===== config.mk =====
export PLATFORM = sky130hd
export DESIGN_NAME = redirect_arb_flat
export DESIGN_NICKNAME = d
export VERILOG_FILES = /design/src/rtl/redirect_arb_if.sv /design/src/rtl/redirect_arb.sv /design/src/flat_wrapper.sv
export SDC_FILE = /design/constraint.sdc
export NUM_CORES = 1
export LEC_CHECK = 0
export CAP_MARGIN = 30
export CELL_PAD_IN_SITES_DETAIL_PLACEMENT = 0
export CELL_PAD_IN_SITES_GLOBAL_PLACEMENT = 1
export CORE_MARGIN = 1.5
export CORE_UTILIZATION = 50
export DETAILED_ROUTE_END_ITERATION = 7
export DONT_BUFFER_PORTS = 1
export PLACE_DENSITY_LB_ADDON = 0.1
export SETUP_SLACK_MARGIN = 0.02
export SLEW_MARGIN = 15
export SYNTH_ARGS = -nofsm -noshare
export SYNTH_HDL_FRONTEND = slang
export SYNTH_SLANG_ARGS = --single-unit

===== constraint.sdc =====
create_clock -name clk -period 5.5 [get_ports clk]
set_clock_uncertainty 0.1 [all_clocks]
set_input_delay 0.825 -clock clk [delete_from_list [all_inputs] [get_ports clk]]
set_output_delay 0.825 -clock clk [all_outputs]
set_load 0.01 [all_outputs]

===== src/rtl/redirect_arb_if.sv =====
// Redirect arbiter bundle: ID/EX redirect requests, EX predictor updates,
// fetch redirect port, predictor write port, flush pulses and statistics.
interface redirect_arb_if #(
    parameter int REG_SZ = 32,
    parameter int TAG_W  = 10,
    parameter int CNT_W  = 16
);
    logic              id_jp_e;
    logic [REG_SZ-1:0] id_jp_pc;
    logic              id_jp_ack;
    logic              ex_jp_e;
    logic [REG_SZ-1:0] ex_jp_pc;
    logic              ex_jp_ack;
    logic              ex_bp_we;
    logic [TAG_W-1:0]  ex_bp_tag;
    logic              ex_bp_t;
    logic              ex_bp_wack;
    logic              pc_jp_e;
    logic [REG_SZ-1:0] pc_jp_pc;
    logic              pc_jp_ack;
    logic              bp_we;
    logic [TAG_W-1:0]  bp_tag;
    logic              bp_t;
    logic              bp_wack;
    logic              flush_if;
    logic              flush_id;
    logic              busy;
    logic [CNT_W-1:0]  redirect_cnt;

    // Arbiter side
    modport slave (
        input  id_jp_e, id_jp_pc, ex_jp_e, ex_jp_pc,
        input  ex_bp_we, ex_bp_tag, ex_bp_t, pc_jp_ack, bp_wack,
        output id_jp_ack, ex_jp_ack, ex_bp_wack, pc_jp_e, pc_jp_pc,
        output bp_we, bp_tag, bp_t, flush_if, flush_id, busy, redirect_cnt
    );

    // Pipeline / fetch / predictor side
    modport master (
        output id_jp_e, id_jp_pc, ex_jp_e, ex_jp_pc,
        output ex_bp_we, ex_bp_tag, ex_bp_t, pc_jp_ack, bp_wack,
        input  id_jp_ack, ex_jp_ack, ex_bp_wack, pc_jp_e, pc_jp_pc,
        input  bp_we, bp_tag, bp_t, flush_if, flush_id, busy, redirect_cnt
    );
endinterface


===== src/rtl/redirect_arb.sv =====
// Serialises ID/EX redirects onto the fetch port (EX wins, taken EX squashes ID) and forwards predictor updates.
// Latency: request edge -> pc_jp_e next cycle; fetch ack -> ack/flush next cycle, then one HOLD cycle.
// Backpressure: pc_jp_e / bp_we held until pc_jp_ack / bp_wack; sources hold requests until their ack pulse.
module redirect_arb #(
    parameter int REG_SZ = 32,
    parameter int TAG_W  = 10,
    parameter int CNT_W  = 16
) (
    input logic           clk,
    input logic           rst,
    redirect_arb_if.slave bus
);
    typedef enum logic [1:0] {IDLE = 2'd0, FWD = 2'd1, ACK = 2'd2, HOLD = 2'd3} rd_state_e;
    typedef enum logic [1:0] {BP_IDLE = 2'd0, BP_WR = 2'd1, BP_ACK = 2'd2, BP_HOLD = 2'd3} bp_state_e;

    rd_state_e         state_q, state_d;
    logic [REG_SZ-1:0] tgt_q, tgt_d;
    logic              ex_src_q, ex_src_d;
    logic              squash_q, squash_d;
    logic              pc_jp_e_q, pc_jp_e_d;
    logic              id_ack_q, id_ack_d;
    logic              ex_ack_q, ex_ack_d;
    logic              flush_if_q, flush_if_d;
    logic              flush_id_q, flush_id_d;
    logic [CNT_W-1:0]  cnt_q, cnt_d;

    bp_state_e         bp_state_q, bp_state_d;
    logic [TAG_W-1:0]  bp_tag_q, bp_tag_d;
    logic              bp_t_q, bp_t_d;
    logic              bp_we_q, bp_we_d;
    logic              bp_wack_q, bp_wack_d;

    always_comb begin
        state_d    = state_q;
        tgt_d      = tgt_q;
        ex_src_d   = ex_src_q;
        squash_d   = squash_q;
        cnt_d      = cnt_q;
        pc_jp_e_d  = 1'b0;
        id_ack_d   = 1'b0;
        ex_ack_d   = 1'b0;
        flush_if_d = 1'b0;
        flush_id_d = 1'b0;
        case (state_q)
            IDLE: begin
                if (bus.ex_jp_e) begin
                    if (bus.ex_jp_pc != '0) begin
                        tgt_d     = bus.ex_jp_pc;
                        ex_src_d  = 1'b1;
                        squash_d  = bus.id_jp_e;
                        pc_jp_e_d = 1'b1;
                        state_d   = FWD;
                    end else begin
                        // Not-taken resolution: ack only, a pending ID request survives
                        ex_ack_d = 1'b1;
                        state_d  = ACK;
                    end
                end else if (bus.id_jp_e) begin
                    tgt_d     = bus.id_jp_pc;
                    ex_src_d  = 1'b0;
                    squash_d  = 1'b0;
                    pc_jp_e_d = 1'b1;
                    state_d   = FWD;
                end
            end
            FWD: begin
                if (bus.pc_jp_ack) begin
                    ex_ack_d   = ex_src_q;
                    id_ack_d   = !ex_src_q || squash_q;
                    flush_if_d = 1'b1;
                    flush_id_d = ex_src_q;
                    cnt_d      = (&cnt_q) ? cnt_q : cnt_q + CNT_W'(1);
                    state_d    = ACK;
                end else begin
                    pc_jp_e_d = 1'b1;
                end
            end
            ACK:     state_d = HOLD;
            HOLD:    state_d = IDLE;
            default: state_d = IDLE;
        endcase
    end

    always_comb begin
        bp_state_d = bp_state_q;
        bp_tag_d   = bp_tag_q;
        bp_t_d     = bp_t_q;
        bp_we_d    = 1'b0;
        bp_wack_d  = 1'b0;
        case (bp_state_q)
            BP_IDLE: begin
                if (bus.ex_bp_we) begin
                    bp_tag_d   = bus.ex_bp_tag;
                    bp_t_d     = bus.ex_bp_t;
                    bp_we_d    = 1'b1;
                    bp_state_d = BP_WR;
                end
            end
            BP_WR: begin
                if (bus.bp_wack) begin
                    bp_wack_d  = 1'b1;
                    bp_state_d = BP_ACK;
                end else begin
                    bp_we_d = 1'b1;
                end
            end
            BP_ACK:  bp_state_d = BP_HOLD;
            BP_HOLD: bp_state_d = BP_IDLE;
            default: bp_state_d = BP_IDLE;
        endcase
    end

    always_ff @(posedge clk or posedge rst) begin
        if (rst) begin
            state_q    <= IDLE;
            tgt_q      <= '0;
            ex_src_q   <= 1'b0;
            squash_q   <= 1'b0;
            pc_jp_e_q  <= 1'b0;
            id_ack_q   <= 1'b0;
            ex_ack_q   <= 1'b0;
            flush_if_q <= 1'b0;
            flush_id_q <= 1'b0;
            cnt_q      <= '0;
            bp_state_q <= BP_IDLE;
            bp_tag_q   <= '0;
            bp_t_q     <= 1'b0;
            bp_we_q    <= 1'b0;
            bp_wack_q  <= 1'b0;
        end else begin
            state_q    <= state_d;
            tgt_q      <= tgt_d;
            ex_src_q   <= ex_src_d;
            squash_q   <= squash_d;
            pc_jp_e_q  <= pc_jp_e_d;
            id_ack_q   <= id_ack_d;
            ex_ack_q   <= ex_ack_d;
            flush_if_q <= flush_if_d;
            flush_id_q <= flush_id_d;
            cnt_q      <= cnt_d;
            bp_state_q <= bp_state_d;
            bp_tag_q   <= bp_tag_d;
            bp_t_q     <= bp_t_d;
            bp_we_q    <= bp_we_d;
            bp_wack_q  <= bp_wack_d;
        end
    end

    assign bus.pc_jp_e      = pc_jp_e_q;
    assign bus.pc_jp_pc     = tgt_q;
    assign bus.id_jp_ack    = id_ack_q;
    assign bus.ex_jp_ack    = ex_ack_q;
    assign bus.flush_if     = flush_if_q;
    assign bus.flush_id     = flush_id_q;
    assign bus.redirect_cnt = cnt_q;
    assign bus.busy         = (state_q != IDLE);
    assign bus.bp_we        = bp_we_q;
    assign bus.bp_tag       = bp_tag_q;
    assign bus.bp_t         = bp_t_q;
    assign bus.ex_bp_wack   = bp_wack_q;
endmodule


===== src/flat_wrapper.sv =====
// flat-port wrapper written by rule: the top's interface ports become plain ports
module redirect_arb_flat 
#(
    parameter int REG_SZ = 32,
    parameter int TAG_W  = 10,
    parameter int CNT_W  = 16
)
  (clk, rst, bus_id_jp_e, bus_id_jp_pc, bus_ex_jp_e, bus_ex_jp_pc, bus_ex_bp_we, bus_ex_bp_tag, bus_ex_bp_t, bus_pc_jp_ack, bus_bp_wack, bus_id_jp_ack, bus_ex_jp_ack, bus_ex_bp_wack, bus_pc_jp_e, bus_pc_jp_pc, bus_bp_we, bus_bp_tag, bus_bp_t, bus_flush_if, bus_flush_id, bus_busy, bus_redirect_cnt);
  redirect_arb_if #(.REG_SZ(REG_SZ), .TAG_W(TAG_W), .CNT_W(CNT_W)) bus_i ();
  input logic clk;
  input logic rst;
  input wire logic [$bits(bus_i.id_jp_e)-1:0] bus_id_jp_e;
  input wire logic [$bits(bus_i.id_jp_pc)-1:0] bus_id_jp_pc;
  input wire logic [$bits(bus_i.ex_jp_e)-1:0] bus_ex_jp_e;
  input wire logic [$bits(bus_i.ex_jp_pc)-1:0] bus_ex_jp_pc;
  input wire logic [$bits(bus_i.ex_bp_we)-1:0] bus_ex_bp_we;
  input wire logic [$bits(bus_i.ex_bp_tag)-1:0] bus_ex_bp_tag;
  input wire logic [$bits(bus_i.ex_bp_t)-1:0] bus_ex_bp_t;
  input wire logic [$bits(bus_i.pc_jp_ack)-1:0] bus_pc_jp_ack;
  input wire logic [$bits(bus_i.bp_wack)-1:0] bus_bp_wack;
  output wire logic [$bits(bus_i.id_jp_ack)-1:0] bus_id_jp_ack;
  output wire logic [$bits(bus_i.ex_jp_ack)-1:0] bus_ex_jp_ack;
  output wire logic [$bits(bus_i.ex_bp_wack)-1:0] bus_ex_bp_wack;
  output wire logic [$bits(bus_i.pc_jp_e)-1:0] bus_pc_jp_e;
  output wire logic [$bits(bus_i.pc_jp_pc)-1:0] bus_pc_jp_pc;
  output wire logic [$bits(bus_i.bp_we)-1:0] bus_bp_we;
  output wire logic [$bits(bus_i.bp_tag)-1:0] bus_bp_tag;
  output wire logic [$bits(bus_i.bp_t)-1:0] bus_bp_t;
  output wire logic [$bits(bus_i.flush_if)-1:0] bus_flush_if;
  output wire logic [$bits(bus_i.flush_id)-1:0] bus_flush_id;
  output wire logic [$bits(bus_i.busy)-1:0] bus_busy;
  output wire logic [$bits(bus_i.redirect_cnt)-1:0] bus_redirect_cnt;
  assign bus_i.id_jp_e = bus_id_jp_e;
  assign bus_i.id_jp_pc = bus_id_jp_pc;
  assign bus_i.ex_jp_e = bus_ex_jp_e;
  assign bus_i.ex_jp_pc = bus_ex_jp_pc;
  assign bus_i.ex_bp_we = bus_ex_bp_we;
  assign bus_i.ex_bp_tag = bus_ex_bp_tag;
  assign bus_i.ex_bp_t = bus_ex_bp_t;
  assign bus_i.pc_jp_ack = bus_pc_jp_ack;
  assign bus_i.bp_wack = bus_bp_wack;
  assign bus_id_jp_ack = bus_i.id_jp_ack;
  assign bus_ex_jp_ack = bus_i.ex_jp_ack;
  assign bus_ex_bp_wack = bus_i.ex_bp_wack;
  assign bus_pc_jp_e = bus_i.pc_jp_e;
  assign bus_pc_jp_pc = bus_i.pc_jp_pc;
  assign bus_bp_we = bus_i.bp_we;
  assign bus_bp_tag = bus_i.bp_tag;
  assign bus_bp_t = bus_i.bp_t;
  assign bus_flush_if = bus_i.flush_if;
  assign bus_flush_id = bus_i.flush_id;
  assign bus_busy = bus_i.busy;
  assign bus_redirect_cnt = bus_i.redirect_cnt;
  redirect_arb #(.REG_SZ(REG_SZ), .TAG_W(TAG_W), .CNT_W(CNT_W)) u_core (.clk(clk), .rst(rst), .bus(bus_i));
endmodule

==> run_results.csv, run 1 <==
group,metric,value,unit
setup_path,path_delay_family,"simple AND/OR/NAND/NOR gates",
timing,slew_violations,0,
grt,gr-total-overflow,0,
timing,tns,0,ps
setup_path,path_cells,"nor4_1 > nand4_1 > nor3_4 > or2_1 > buf_6 > o21ai_1",
timing,hold_viol,0,
job,cap_violations,0,
logic_synthesis,synth_top_family_by_area,"multiplexers",
grt,grt_pass1_vias,2276,
logic_synthesis,ys_seq_area_frac,0.532,
die,io_pins,149,
setup_path,worst-path-buf-inv,1,
grt,grt_first_pass_wirelength,11400,microns
grt,grt_max_degree,73,
setup_path,critPathArrivalTime,2710,ps
setup_path,cp-start-kind,"input pin",
timing,period_share,0.473,
logic_synthesis,synth-adder-area-share,0.0258,
die,start_util,0.525,
cells_and_area,layout-drive-gt1-share,0.139,
logic_synthesis,synth-xor-area-share,0.0336,
logic_synthesis,synth_compound_area_frac,0.131,
clock_network,hold_buffers,0,
cells_and_area,syn_to_final_growth,9.27,%
clock_network,clockBufferDepth,2,
setup_path,max_stage_delay,600,ps
drt,avgViaCountPerCell,5.91,
timing,rsz0062_at_grt,"false",
drt,vias,2280,
logic_synthesis,syn_inst,303,
status,violations,"DRC",
cells_and_area,num_antenna_cells,0,
logic_synthesis,synth_seq_cells,72,
clock_network,clkSinkCount,72,
place,place.gp.congestion,0.739,
setup_path,crit_type,"in -> reg",
die,die_area,0.00728,sq mm
clock_network,path_clk_slew,80,ps
logic_synthesis,synth.cell_area,0.00339,sq mm
timing,max_slew_margin,0.511,
grt,grtUsageTotal,0.202,
cells_and_area,fin_nets,393,
logic_synthesis,postSynthAreaPerCell,11.2,sq um
die,die-width,85.3,microns
logic_synthesis,syn_nets,392,
pwr,fin_total_pwr,1910,uW
drt,drt-total-wl,7100,microns
setup_path,slowest_stage,"or2_1",
drt,dr.first_iter.drc_count,138,
status,status,"finished with violations",
min_path,hp-class,"in -> async",
grt,antenna_found_initial,0,
logic_synthesis,synth_edf_count,0,
pwr,power_density,517,mW/mm^2
timing,setup_violations,0,
timing,final.min_clock_period,2600,ps
drt,wl_per_cell,18.4,microns
die,coreArea,0.00646,sq mm
drt,firstDrtPassIters,6,
timing,fmax,384,MHz
clock_network,worstSkewPairLatency,330,ps
pwr,leakage,0.00168,uW
timing,tightest_slew,734,ps
clock_network,post_cts_buffers,0,
place,numPortBuffers,0,
logic_synthesis,synth_flop_cell,"dfrtp_1",
clock_network,h-tree-depth,3,
drt,remaining_drc_errors,8,
place,hpwl,5060,microns
logic_synthesis,ys_async_sr_fraction,1.00,
drt,ant_nets,0,
clock_network,clockRootBuffer,"clkbuf_8",
clock_network,cts_made_buffers,9,
logic_synthesis,synth_cell_types,42,
logic_synthesis,synthMuxAreaShare,0.138,
setup_path,worst_setup_path_end_kind,"flop",
logic_synthesis,synth_simple_gate_area_frac,0.104,
logic_synthesis,ys_warn_count,0,
setup_path,worstPathRequired,5610,ps
setup_path,critPathMaxFanout,21,
die,die_h,85.3,microns
clock_network,cts_resized,0,
pwr,vdd_drop_max,0.196,mV
die,rows,29,
clock_network,cts_tree,"built",
==> per-stage QoR <==
step                setup WS, ps  utilization  hold WS [ps]  instances  instance area (sq um)
finish                      2900        0.573           314        386                   3700
global route                2750        0.573           319        386                   3700
CTS                         2900        0.569           376        385                   3680
detailed placement          2530        0.535           365        369                   3450
global placement            2370        0.531           361        367                   3430
floorplan                   2750            -           332        303                   3390
==> cell type report <==
cell class              count  area, sq um
flip-flops and latches     72         1800
inverters                  12         45.0
multi-input cells         204         1470
well taps                  77         96.3
clock inverters             5         80.1
fillers                   566         2760
clock buffers              11          141
repair buffers              5         68.8
==> cell families after synthesis <==
group,after synthesis
AOI/OAI and AO/OA,82
DFF,72
and+or+nand+nor,57
muxes,45
buffers and inverters,27
xor gates and xnor gates,13
adders and majority gates,7
==> registers in the layout (all words and copies together), names as in the netlist, 2 cells and up <==
register                 count
u_core.bp_state_q            2
u_core.bus.bp_tag           10
u_core.bus.pc_jp_pc         32
u_core.bus.redirect_cnt     16
u_core.state_q               2
==> path summary, 6_finish.rpt <==
path,startpoint,endpoint,slack [ps],cells after the start
worst max-delay path,bus_ex_jp_pc[15],u_core.bus.pc_jp_pc[4],2900,6
worst min-delay path,rst,u_core.bus.redirect_cnt[3],310,2
worst max register to register,u_core.state_q[0],u_core.bus.pc_jp_pc[4],3220,7
worst min register to register,u_core.ex_src_q,u_core.bus.id_jp_ack,380,1
max in group asynchronous,rst,u_core.bus.pc_jp_pc[11],4440,3
min in group clk,u_core.ex_src_q,u_core.bus.id_jp_ack,380,1
==> layout by cell type, fill, tap and decap left out, drive strengths merged <==
| cell type | instances |
|---|---|
| nand4 | 6 |
| o32a | 2 |
| a41oi | 1 |
| nor2 | 5 |
| xnor2 | 9 |
| inv | 12 |
| clkinvlp | 2 |
| dfrtp | 72 |
| o21a | 1 |
| nor4 | 11 |
| o21ai | 70 |
| nand3 | 8 |
| clkbuf | 11 |
| nor4b | 1 |
| o311ai | 1 |
| buf | 5 |
| o22a | 1 |
| bufinv | 2 |
| xor2 | 4 |
| ha | 7 |
| a21oi | 2 |
| o22ai | 1 |
| nor2b | 1 |
| nand2 | 13 |
| a31oi | 1 |
| mux2i | 33 |
| nor3 | 6 |
| or3 | 1 |
| clkinv | 1 |
| mux2 | 12 |
| and4 | 1 |
| and2 | 1 |
| a22o | 1 |
| and3 | 1 |
| a21o | 1 |
| or2 | 2 |
==> per-layer routing <==
layer / global-route usage / share of wire / vias up
met5: 0 / 0 / -
met4: 0.0894 / 0.014 / 0
met3: 0.0554 / 0.078 / 9
met2: 0.315 / 0.47 / 95
met1: 0.266 / 0.44 / 1076
li1: - / - / 1100
==> cells in the mapped netlist, types with 5 or more instances <==
master | n | area, sq um
buf_4 | 5 | 37.5
clkbuf_1 | 9 | 33.8
dfrtp_1 | 72 | 1800
ha_1 | 7 | 87.6
inv_1 | 12 | 45.0
mux2_2 | 11 | 124
mux2i_1 | 33 | 330
nand2_1 | 13 | 48.8
nand3_1 | 8 | 40.0
nand4_1 | 5 | 31.3
nor3_1 | 5 | 25.0
nor4_1 | 9 | 56.3
o21ai_0 | 39 | 195
o21ai_1 | 31 | 155
xnor2_1 | 9 | 78.8
==> power by group <==
group	leakage (uW)	total, uW	switching (uW)	internal [uW]
sequential	0.000908	992	248	744
clock	0.000106	456	189	267
combinational	0.000663	467	249	218
Note: power is estimated with default switching activity, not from simulation.
==> run 2: changes to the inputs <==
CORE_UTILIZATION = 47   (was 50)
clock period = 2.5 ns   (was 5.5 ns; I/O delays follow)
==> run 2 against run 1 <==
  * The flow now finishes without violations
  * Cell count is 6.2% higher
  * Utilization fell by 2.6 points
  * Count of clock-buffer cells in the layout up 1
  * Critical path type is now reg -> reg
  * Setup slack got worse by 2400 ps
  * Hold slack lost 260 ps
  * Register-to-register slack got worse by 2800 ps
  * Via count rose by 1.8%
  * Combinational power up 120%
  * Routed wire length up 1.6%
  * First-iteration DRC count decreased by 51%
  * Critical path depth is 1 lower
  * Clock power grew 120%
  * Largest power group unchanged
==> run_results.csv, run 2 (synthesis results as in run 1) <==
group,metric,value,unit
status,status,"finished clean",
cells_and_area,layout_common_cells,"dfrtp_1 (72), o21ai_0 (39), mux2i_1 (33)",
pwr,fin_total_pwr,4220,uW
die,coreArea,0.00687,sq mm
die,start_util,0.493,
place,place.gp.congestion,0.743,
setup_path,max_stage_delay,510,ps
clock_network,clockBufferDepth,2,
timing,fmax,489,MHz
cells_and_area,fin_nets,399,
drt,drt-total-wl,7210,microns
clock_network,clkSinkCount,72,
setup_path,path_cells,"nand4_2 > or3_4 > nor4_4 > nor2_2 > mux2_4",
clock_network,clockRootBuffer,"clkbuf_8",
drt,firstDrtPassIters,4,
timing,setup_violations,0,
clock_network,path_clk_slew,70,ps
grt,grt_first_pass_wirelength,11400,microns
timing,period_share,0.818,
cells_and_area,largest_reg_flops,32,
timing,rsz0062_at_grt,"false",
timing,max_slew_margin,0.648,
grt,grt_pass1_vias,2403,
min_path,hp-class,"in -> reg",
setup_path,worst-path-buf-inv,0,
cells_and_area,syn_to_final_growth,10.9,%
pwr,power_density,1120,mW/mm^2
timing,hold_ws,54.6,ps
die,die-width,87.9,microns
job,cap_violations,0,
cells_and_area,num_antenna_cells,0,
cells_and_area,multi_input_area,0.00147,sq mm
clock_network,h-tree-depth,3,
place,numPortBuffers,0,
cells_and_area,regArea,0.00180,sq mm
setup_path,slowest_stage,"dfrtp_1",
setup_path,critPathMaxFanout,7,
die,io_pins,149,
setup_path,crit_type,"reg -> reg",
place,hpwl,5310,microns
timing,tightest_slew,523,ps
setup_path,critPathArrivalTime,2170,ps
cells_and_area,layout_commonest_cell,"dfrtp_1",
drt,wl_per_cell,17.6,microns
die,die_area,0.00773,sq mm
drt,avgViaCountPerCell,5.66,
drt,vias,2322,
grt,grtUsageTotal,0.196,
timing,slew_violations,0,
drt,remaining_drc_errors,0,
setup_path,worst_setup_path_end_kind,"flop",
cells_and_area,layout-drive-gt1-share,0.146,
die,rows,30,
die,die_h,87.9,microns
grt,grt_max_degree,37,
setup_path,path_delay_family,"simple AND/OR/NAND/NOR gates",
clock_network,worstSkewPairLatency,340,ps
setup_path,cp-start-kind,"flop",
clock_network,cts_resized,0,
timing,final.min_clock_period,2050,ps
timing,tns,0,ps
grt,antenna_found_initial,0,
drt,dr.first_iter.drc_count,67,
clock_network,cts_tree,"built",
cells_and_area,fill_cells,618,
drt,ant_nets,0,
clock_network,cts_made_buffers,9,
timing,hold_viol,0,
setup_path,worstPathRequired,2630,ps
pwr,leakage,0.00170,uW
pwr,vdd_drop_max,0.419,mV
grt,gr-total-overflow,0,
run 2: changes by cell type in the layout (fill, tap and decap cells not counted):
| cell | before | now |
|---|---|---|
| dlygate4sd3_1 | 0 | 2 |
| buf_8 | 1 | 0 |
| clkinvlp_4 | 2 | 0 |
| buf_4 | 2 | 8 |
| buf_6 | 1 | 0 |
| buf_16 | 1 | 0 |
| clkbuf_8 | 10 | 11 |
| buf_12 | 0 | 1 |
run 2: area by class of cell:
| class | count | share of cell area |
|---|---|---|
| Clock buffer | 12 | 0.0413 |
| Clock inverter | 3 | 0.0173 |
| Inverter | 12 | 0.0120 |
| Multi-Input combinational cell | 204 | 0.391 |
| Sequential cell | 72 | 0.480 |
| Tap cell | 96 | 0.0320 |
| Timing Repair Buffer | 11 | 0.0266 |
run 2: repair_timing:
item,4_1_cts,5_1_grt
buffers inserted,0,0
endpoints found under the hold margin,15,1
hold buffers,1,1
setup endpoints to repair,0,0
run 2: layer usage:
| layer | share of wire | track usage |
|---|---|---|
| met4 | 0.014 | 0.0880 |
| met5 | 0 | 0 |
| met1 | 0.43 | 0.243 |
| met2 | 0.47 | 0.310 |
| met3 | 0.082 | 0.0697 |
run 2: final timing paths:
path | start | end | slack [ps] | cells after the start
setup reg to reg | u_core.bus.redirect_cnt[7] | u_core.bus.redirect_cnt[1] | 450 | 5
hold / removal | bus_ex_bp_we | u_core.bus.bp_we | 50 | 1
setup / recovery | u_core.bus.redirect_cnt[7] | u_core.bus.redirect_cnt[1] | 450 | 5
max in group asynchronous | rst | u_core.bus.pc_jp_pc[11] | 1390 | 3
hold reg to reg | u_core.ex_src_q | u_core.bus.id_jp_ack | 390 | 1
min in group asynchronous | rst | u_core.bus.id_jp_ack | 380 | 2
run 2: power breakdown:
group / switching, uW / internal, uW / leakage (uW)
clock: 410 / 610 / 0.000112
combinational: 546 / 475 / 0.000683
sequential: 542 / 1640 / 0.000908
run 2: metrics by stage:
step | setup WS, ps | cells | util | instance area [sq um]
global placement | 400 | 393 | 0.512 | 3520
CTS | 444 | 409 | 0.546 | 3750
global route | 339 | 410 | 0.547 | 3760
finish | 454 | 410 | 0.547 | 3760
detailed placement | 342 | 393 | 0.512 | 3520
floorplan | 200 | 303 | - | 3390
==> run 3: changes to the inputs <==
clock period = 2.1 ns   (was 2.5 ns; I/O delays follow)
==> run 3 against run 2 <==
  * Non-clock buffer count up 14
  * Global-route usage rose by 0.41 points
  * Clock power is 7% higher
  * Critical path depth rose by 4
  * Critical endpoint is now u_core.bus.redirect_cnt[13]
  * Sequential cell count unchanged
  * Total power rose by 18%
  * Utilization is 1.6 points higher
  * Cell count grew 3.7%
  * Combinational power grew 29%
  * Hold slack got worse by 28 ps
  * Via count increased by 3.4%
  * Die area unchanged
==> run_results.csv, run 3 (synthesis results as in run 1) <==
group,metric,value,unit
status,status,"finished clean",
grt,grt_max_degree,37,
pwr,seq_power_share,0.515,
pwr,p_int,3180,uW
pwr,clkPwrFrac,0.220,
cells_and_area,fin_nets,413,
pwr,vdd_drop_max,0.581,mV
clock_network,cts_tree,"built",
die,coreArea,0.00687,sq mm
grt,use_met3,0.0547,
clock_network,clockBufferDepth,2,
setup_path,worst-r2r-setup-slack,240,ps
grt,gr-total-overflow,0,
setup_path,rr_worst_depth,9,
drt,ant_nets,0,
setup_path,max_stage_delay,400,ps
grt,grt_pass1_vias,2421,
timing,final.min_clock_period,1860,ps
cells_and_area,num_antenna_cells,0,
clock_network,cts_made_buffers,9,
grt,grt.met2_usage,0.307,
timing,hold_viol,0,
cells_and_area,layout-drive-gt1-share,0.176,
place,numPortBuffers,0,
grt,antenna_found_initial,0,
pwr,switching_power,1800,uW
min_path,min_to,"u_core.bus.bp_tag[9]",
die,die-width,87.9,microns
clock_network,h-tree-depth,3,
setup_path,path_delay_family,"simple AND/OR/NAND/NOR gates",
timing,rsz0062_at_grt,"false",
grt,use_met1,0.273,
setup_path,worstPathRequired,2220,ps
drt,remaining_drc_errors,0,
die,die_area,0.00773,sq mm
setup_path,path_cells,"inv_1 > ha_2 > nand2_1 > inv_1 > nand3_1 > nor4_2 > buf_4 > nand4_1 > xnor2_1",
setup_path,slowest_stage,"dfrtp_1",
setup_path,cp-start-kind,"flop",
die,start_util,0.493,
pwr,fin_total_pwr,4970,uW
cells_and_area,layout_common_cells,"dfrtp_1 (72), o21ai_0 (39), mux2i_1 (33)",
cells_and_area,stdcell_area,0.00387,sq mm
pwr,swShare,0.361,
drt,wl_per_cell,17.4,microns
pwr,power_density,1290,mW/mm^2
setup_path,r2r_start,"u_core.state_q[1]",
grt,grtUsageTotal,0.201,
min_path,hp-class,"in -> reg",
drt,firstDrtPassIters,4,
place,hpwl,5390,microns
timing,slew_violations,0,
grt,grt_first_pass_wirelength,11900,microns
min_path,hold_depth,1,
pwr,combPwrFrac,0.265,
clock_network,clockRootBuffer,"clkbuf_8",
drt,dr.first_iter.drc_count,80,
place,dpl-instance-area,0.00362,sq mm
clock_network,clkSinkCount,72,
clock_network,worstSkewPairLatency,330,ps
die,die_h,87.9,microns
pwr,leakage,0.00176,uW
grt,top_usage_layer,"met2",
drt,avgViaCountPerCell,5.65,
timing,fmax,538,MHz
setup_path,critPathArrivalTime,1980,ps
timing,max_slew_margin,0.633,
timing,tns,0,ps
place,place.gp.congestion,0.802,
timing,period_share,0.884,
clock_network,path_clk_slew,80,ps
setup_path,critPathMaxFanout,5,
cells_and_area,largest_reg_flops,32,
setup_path,path_common_cell,"inv_1",
setup_path,timing.rr.end,"u_core.bus.redirect_cnt[13]",
setup_path,worst_setup_path_end_kind,"flop",
min_path,worstHoldStart,"bus_ex_bp_tag[9]",
setup_path,crit_type,"reg -> reg",
timing,tightest_slew,549,ps
drt,vias,2401,
die,rows,30,
drt,drt-total-wl,7380,microns
timing,setup_violations,0,
setup_path,worst-path-buf-inv,3,
cells_and_area,syn_to_final_growth,14.1,%
cells_and_area,layout_commonest_cell,"dfrtp_1",
job,cap_violations,0,
die,io_pins,149,
## run 3: worst max-delay path by stage
stage | slack [ps] | start | cells after the start | endpoint
6_report | 240 | u_core.state_q[1] | 9 | u_core.bus.redirect_cnt[13]
2_1_floorplan | 210 | u_core.bus.redirect_cnt[8] | 5 | u_core.bus.redirect_cnt[1]
5_1_grt | 40 | u_core.state_q[1] | 9 | u_core.bus.redirect_cnt[13]
4_1_cts | 210 | u_core.state_q[1] | 9 | u_core.bus.redirect_cnt[13]
3_3_place_gp | 210 | bus_ex_jp_pc[6] | 6 | u_core.bus.pc_jp_pc[22]
3_5_place_dp | 130 | bus_ex_jp_pc[15] | 7 | u_core.bus.pc_jp_pc[21]
## run 3: worst reg2reg max path: cells and delay by family (launching register included)
family | cells | cell delay, ps
and+or+nand+nor | 4 | 560
DFF | 1 | 400
buffers and inverters | 3 | 370
adders and majority gates | 1 | 200
xor gates and xnor gates | 1 | 140
## run 3: power by group through the flow
stage | Combinational (uW) | Sequential [uW] | Clock [uW]
3_5_place_dp | 1330 | 2590 | 0
4_1_cts | 1340 | 2570 | 1130
3_3_place_gp | 1300 | 2590 | 0
5_1_grt | 1530 | 2650 | 1200
2_1_floorplan | 1040 | 2480 | 0
6_report | 1320 | 2560 | 1090
## run 3: metal layers
| metal | wire length (microns) | part of all wire |
|---|---|---|
| met1 | 3280 | 0.44 |
| met3 | 566 | 0.077 |
| met2 | 3430 | 0.46 |
| met5 | 0 | 0 |
| met4 | 99 | 0.013 |
## run 3: final cells by class
type                            count  area [sq um]
Sequential cell                    72          1800
Fill cell                         632          3000
Multi-Input combinational cell    204          1470
Clock buffer                       13           159
Timing Repair Buffer               25           225
Clock inverter                      3          40.0
Inverter                           12          48.8
Tap cell                           96           120
## run 3: repair_timing
| action | in CTS | in global routing |
|---|---|---|
| setup buffers | 0 | 0 |
| resized for setup | 0 | 1 |
| hold endpoints to repair | 26 | 0 |
| setup endpoints to repair | 0 | 1 |
| hold buffers | 5 | 0 |
## run 3: through the flow
step           setup WS, ps  hold slack [ps]  instances  utilization
6_report                243             26.9        425        0.563
5_1_grt                39.5             9.70        425        0.563
4_1_cts                 208             15.1        425        0.563
3_5_place_dp            128              176        404        0.526
3_3_place_gp            211              176        404        0.526
2_1_floorplan           214              306        303            -
